`config.mk`:
```
export PLATFORM = sky130hd
export DESIGN_NAME = pcm_capture_fifo
export DESIGN_NICKNAME = d
export VERILOG_FILES = /design/src/rtl/pcm_capture_fifo.sv
export SDC_FILE = /design/constraint.sdc
export NUM_CORES = 1
export LEC_CHECK = 0
export BUFFER_PORTS_ARGS = -buffer_cell sky130_fd_sc_hd__buf_2
export CAP_MARGIN = 20
export CORE_MARGIN = 1.5
export CORE_UTILIZATION = 61
export CTS_CLUSTER_DIAMETER = 200
export DETAILED_ROUTE_END_ITERATION = 10
export HOLD_SLACK_MARGIN = 0.15
export PLACE_DENSITY = 0.79
export SLEW_MARGIN = 20
export SYNTH_ARGS = -nofsm -noshare
export SYNTH_HDL_FRONTEND = slang
export SYNTH_SLANG_ARGS = --single-unit
```
`constraint.sdc`:
```
create_clock -name clk -period 3.1 [get_ports clk]
set_clock_uncertainty 0.1 [all_clocks]
set_input_delay 0.775 -clock clk [delete_from_list [all_inputs] [get_ports clk]]
set_output_delay 0.775 -clock clk [all_outputs]
set_load 0.05 [all_outputs]
```
`src/rtl/pcm_capture_fifo.sv`:
```
// pcm_capture_fifo
//   Capture buffer placed right after the PCM clock divider. Every 0->1
//   transition of the divider's we_pcm toggle latches pcm_in into a circular
//   FIFO. Samples are drained over a show-ahead valid/ready port. A sample
//   that arrives while the FIFO is full and not being popped is dropped, and
//   a sticky overflow flag is set.
//
// Ports
//   clk, rst   system clock; asynchronous active-high reset
//   we_pcm     divider toggle output (each rising edge is one sample event)
//   pcm_in     sample word, captured on a sample event
//   en         capture enable (reads are unaffected)
//   clear      synchronous flush of contents, level and overflow
//   rd_valid   head entry available
//   rd_data    head entry (combinational from storage)
//   rd_ready   consumer accepts head entry
//   level      entries stored, 0..2^AW
//   full       level == 2^AW
//   empty      level == 0
//   overflow   sticky: a sample was dropped since reset/clear
module pcm_capture_fifo #(
    parameter int DW = 16,
    parameter int AW = 4
) (
    input  logic          clk,
    input  logic          rst,
    input  logic          we_pcm,
    input  logic [DW-1:0] pcm_in,
    input  logic          en,
    input  logic          clear,
    output logic          rd_valid,
    output logic [DW-1:0] rd_data,
    input  logic          rd_ready,
    output logic [AW:0]   level,
    output logic          full,
    output logic          empty,
    output logic          overflow
);

    localparam int            DEPTH = 1 << AW;
    localparam logic [AW:0]   LEVEL_FULL = (AW+1)'(DEPTH);

    logic [DW-1:0] mem [DEPTH];
    logic [AW-1:0] wr_ptr;
    logic [AW-1:0] rd_ptr;
    logic          we_pcm_d;

    logic ev;
    logic pop;
    logic wr;

    // Flags depend only on registered level, never on rd_ready or we_pcm.
    assign full     = (level == LEVEL_FULL);
    assign empty    = (level == '0);
    assign rd_valid = ~empty;
    assign rd_data  = mem[rd_ptr];

    assign ev  = we_pcm & ~we_pcm_d & en;
    assign pop = rd_valid & rd_ready;
    // A pop on the same cycle frees a slot, so a full FIFO still accepts.
    assign wr  = ev & (~full | pop);

    // we_pcm_d resets high so a level already high at reset release is not
    // mistaken for an edge; it keeps tracking through en=0 and clear.
    always_ff @(posedge clk or posedge rst) begin
        if (rst) begin
            we_pcm_d <= 1'b1;
            wr_ptr   <= '0;
            rd_ptr   <= '0;
            level    <= '0;
            overflow <= 1'b0;
        end else begin
            we_pcm_d <= we_pcm;
            if (clear) begin
                wr_ptr   <= '0;
                rd_ptr   <= '0;
                level    <= '0;
                overflow <= 1'b0;
            end else begin
                if (wr)
                    wr_ptr <= wr_ptr + AW'(1);
                if (pop)
                    rd_ptr <= rd_ptr + AW'(1);
                if (wr && !pop)
                    level <= level + (AW+1)'(1);
                else if (pop && !wr)
                    level <= level - (AW+1)'(1);
                if (ev && full && !pop)
                    overflow <= 1'b1;
            end
        end
    end

    // Sample storage is intentionally not reset.
    always_ff @(posedge clk) begin
        if (wr && !clear && !rst)
            mem[wr_ptr] <= pcm_in;
    end

endmodule

```
==> flow_summary.yaml <==
yosys:
  yosysWarnings: 0
  synth_flop_cell: "edfxtp_1"
  synth_cell_type_count: 45
  synth_nets: 511
  syn_avg_cell_area_um2: 22.5
  yosys.area.top_type_share_pct: 71.4
  synthTopCellsByArea: "edfxtp_1, mux4_2, dfrtp_1"
  syn_inst: 479
  synth_edf_count: 256
  async_flop_share_pct: 5.54
  syn-cell-area_um2: 10800
  synth_top_cell_by_area: "edfxtp_1"
  yosysSeqAreaShare_pct: 74.9
  synth-seq-cells: 271
timing:
  hold_viol: 0
  setup_ws_ns: -0.248
  fmax_mhz: 299
  drv_slew: 0
  grt_setup_unrepaired: "true"
  slew_headroom_pct: 59.5
  finalSetupViolations: 16
  tightest_slew_ns: 0.607
  period_minus_slack_ns: 3.35
  period_share_pct: 108
pwr:
  p_int_uw: 6930
  power_density_nw_per_um2: 774
  power_switching_uw: 2700
  power_frac_clock_pct: 32.0
  power_frac_seq_pct: 43.1
  p_sw_share_pct: 28.1
  ir_worst_vdd_mv: 0.803
  p_leak_uw: 0.00407
  combPwrFrac_pct: 24.9
floorplanning:
  row_count: 48
  die_x_um: 136
  initial_utilization_pct: 62.4
  num_io_pins: 47
  die_area_um2: 18400
  core_um2: 17200
  die_h_um: 136
drt:
  ant_nets: 0
  firstDrtPassIters: 5
  routed_wl_um: 22100
  wl_per_cell_um: 27.2
  drtIter0Drc: 554
  vias: 5144
  drc_errors: 0
  viasPerCell: 6.33
clock_network:
  cts_tree: "built"
  cts_sinks: 271
  cts_buffers: 27
  cts_buffer_depth: 3
  clkSlewWorstSetupHoldPaths_ns: 0.06
  cts_root_buf: "clkbuf_16"
  clock_latency_ns: 0.53
  ctsHoldBuffers: 0
  h-tree-depth: 1
grt:
  grt_overflow_total: 0
  antenna_found_initial: 1
  grtUsageTotal_pct: 25.7
  grt_pass1_wl_um: 33600
  grt_max_degree: 37
  grt_pass1_vias: 5542
layout:
  area_growth_pct: 15.5
  fin_util_pct: 72.1
  diodes: 0
  final_cells: 813
  final_layout_size_suffix_gt1_share_pct: 35.5
  fin_area_um2: 12400
  layout.nets: 599
min_path:
  hp-class: "in -> async"
worst_setup_path:
  endpoint_kind: "primary output"
  crit_type: "reg -> out"
  startpoint_type: "register"
  path_max_fanout: 16
  cp.required_ns: 2.22
  worstPathArrival_ns: 2.47
  r2r_setup_slack_ns: 0.35
placement:
  placed_cell_area_um2: 11500
  place_hpwl_um: 12500
  port_buffers: 46
  routabilityCongestion: 0.785
  dp.cells: 761
status:
  status: "finished with violations"
  violations: "setup timing"
job:
  drv_cap: 0
## cell type report
cell class / count / area (µm²)
inverters: 8 / 30.0
well taps: 225 / 282
multi-input cells: 177 / 2520
fillers: 942 / 4800
repair buffers: 82 / 694
clock buffers: 33 / 698
clock inverters: 17 / 133
flip-flops and latches: 271 / 8070
## final timing paths
kind                                       start                    end  cells past startpoint
min                                          rst   level[1]$_DFFE_PP0P_                      2
max                        rd_ptr[0]$_DFFE_PP0P_             rd_data[2]                      4
max in group asynchronous                    rst  rd_ptr[0]$_DFFE_PP0P_                      2
min in group clk                          we_pcm     we_pcm_d$_DFF_PP1_                      1
max reg2reg                 level[3]$_DFFE_PP0P_   level[3]$_DFFE_PP0P_                      7
min reg2reg                 overflow$_DFFE_PP0P_   overflow$_DFFE_PP0P_                      2
## worst max-delay path: stages, from the launching register on
cell     delay [ns]
dfrtp_4        0.51
buf_12         0.20
mux4_2         0.54
mux4_2         0.49
buf_6          0.17
## power groups by stage
stage	Clock, µW	Sequential [µW]	Combinational (µW)
final	3080	4150	2400
after global routing	3250	4160	2540
after CTS	3130	4150	2410
after detailed placement	0	4230	2250
after global placement	0	4230	2200
after floorplan	0	4260	1740
## metal layers
layer,vias up,track usage [%],wire length (µm),share of wire [%]
met1,2651,36.4,8630,39
met4,0,8.60,647,2.9
met5,-,0,0,0
li1,2187,-,-,-
met2,253,41.8,11000,50
met3,53,4.14,1820,8.2
## metrics by stage
stage                     TNS, ns  setup WS [ns]  hold WS, ns  power [µW]
after floorplan                 0          0.172        0.458        5990
after global placement          0          0.222        0.384        6430
after CTS                   -3.91         -0.281        0.208        9690
after global routing        -4.40         -0.304        0.251        9950
final                       -3.45         -0.248        0.223        9630
after detailed placement        0          0.194        0.406        6490
## synthesized netlist by cell type (2+ instances only)
| cell type | count |
|---|---|
| nand2_1 | 4 |
| inv_1 | 8 |
| o21ai_1 | 2 |
| nor2_1 | 11 |
| buf_6 | 6 |
| a211oi_1 | 2 |
| nor3b_1 | 2 |
| clkbuf_1 | 7 |
| a21oi_1 | 5 |
| ha_1 | 9 |
| a21o_1 | 2 |
| o211ai_1 | 2 |
| buf_2 | 5 |
| mux2i_1 | 3 |
| mux4_2 | 80 |
| xor2_1 | 4 |
| buf_1 | 4 |
| and2_1 | 16 |
| o211ai_2 | 2 |
| dfrtp_1 | 14 |
| xnor2_1 | 3 |
| edfxtp_1 | 256 |
| nand3_1 | 8 |
| o21ai_0 | 2 |
| nor3_1 | 2 |
## timing repair
action,in CTS,in global routing
setup buffers,2,0
resized for setup,32,3
endpoints found under the setup margin,17,17
pin swaps,0,0
## placed cells by master, fill, tap and decap left out, types with 6 or more instances in the layout
cell | netlist | routed
and2_1 | 16 | 16
buf_12 | 0 | 7
buf_2 | 5 | 29
buf_4 | 1 | 29
buf_6 | 6 | 17
clkbuf_1 | 7 | 6
clkbuf_16 | 0 | 27
clkinv_1 | 0 | 8
dfrtp_1 | 14 | 11
edfxtp_1 | 256 | 256
ha_1 | 9 | 9
inv_1 | 8 | 8
mux4_2 | 80 | 80
nand3_1 | 8 | 8
nor2_1 | 11 | 11
## logic make-up (layout without fill, tap and decap cells)
group / after synthesis / count (layout) / share of synthesized area (%)
XOR/XNOR: 7 / 7 / 0.570
adder cells (fa/ha/maj): 10 / 10 / 1.23
multiplexers: 83 / 83 / 17.0
AO/OA/AOI/OAI: 25 / 25 / 1.91
AND/OR/NAND/NOR: 52 / 52 / 2.73
buffers and inverters: 31 / 140 / 1.59
flip-flops: 271 / 271 / 74.9
## state kept, by name (all words and copies together), names as in the netlist
| register | flops |
|---|---|
| level | 5 |
| mem | 256 |
| rd_ptr | 4 |
| overflow | 1 |
| wr_ptr | 4 |
| we_pcm_d | 1 |
(Power assumes the default switching activity.)
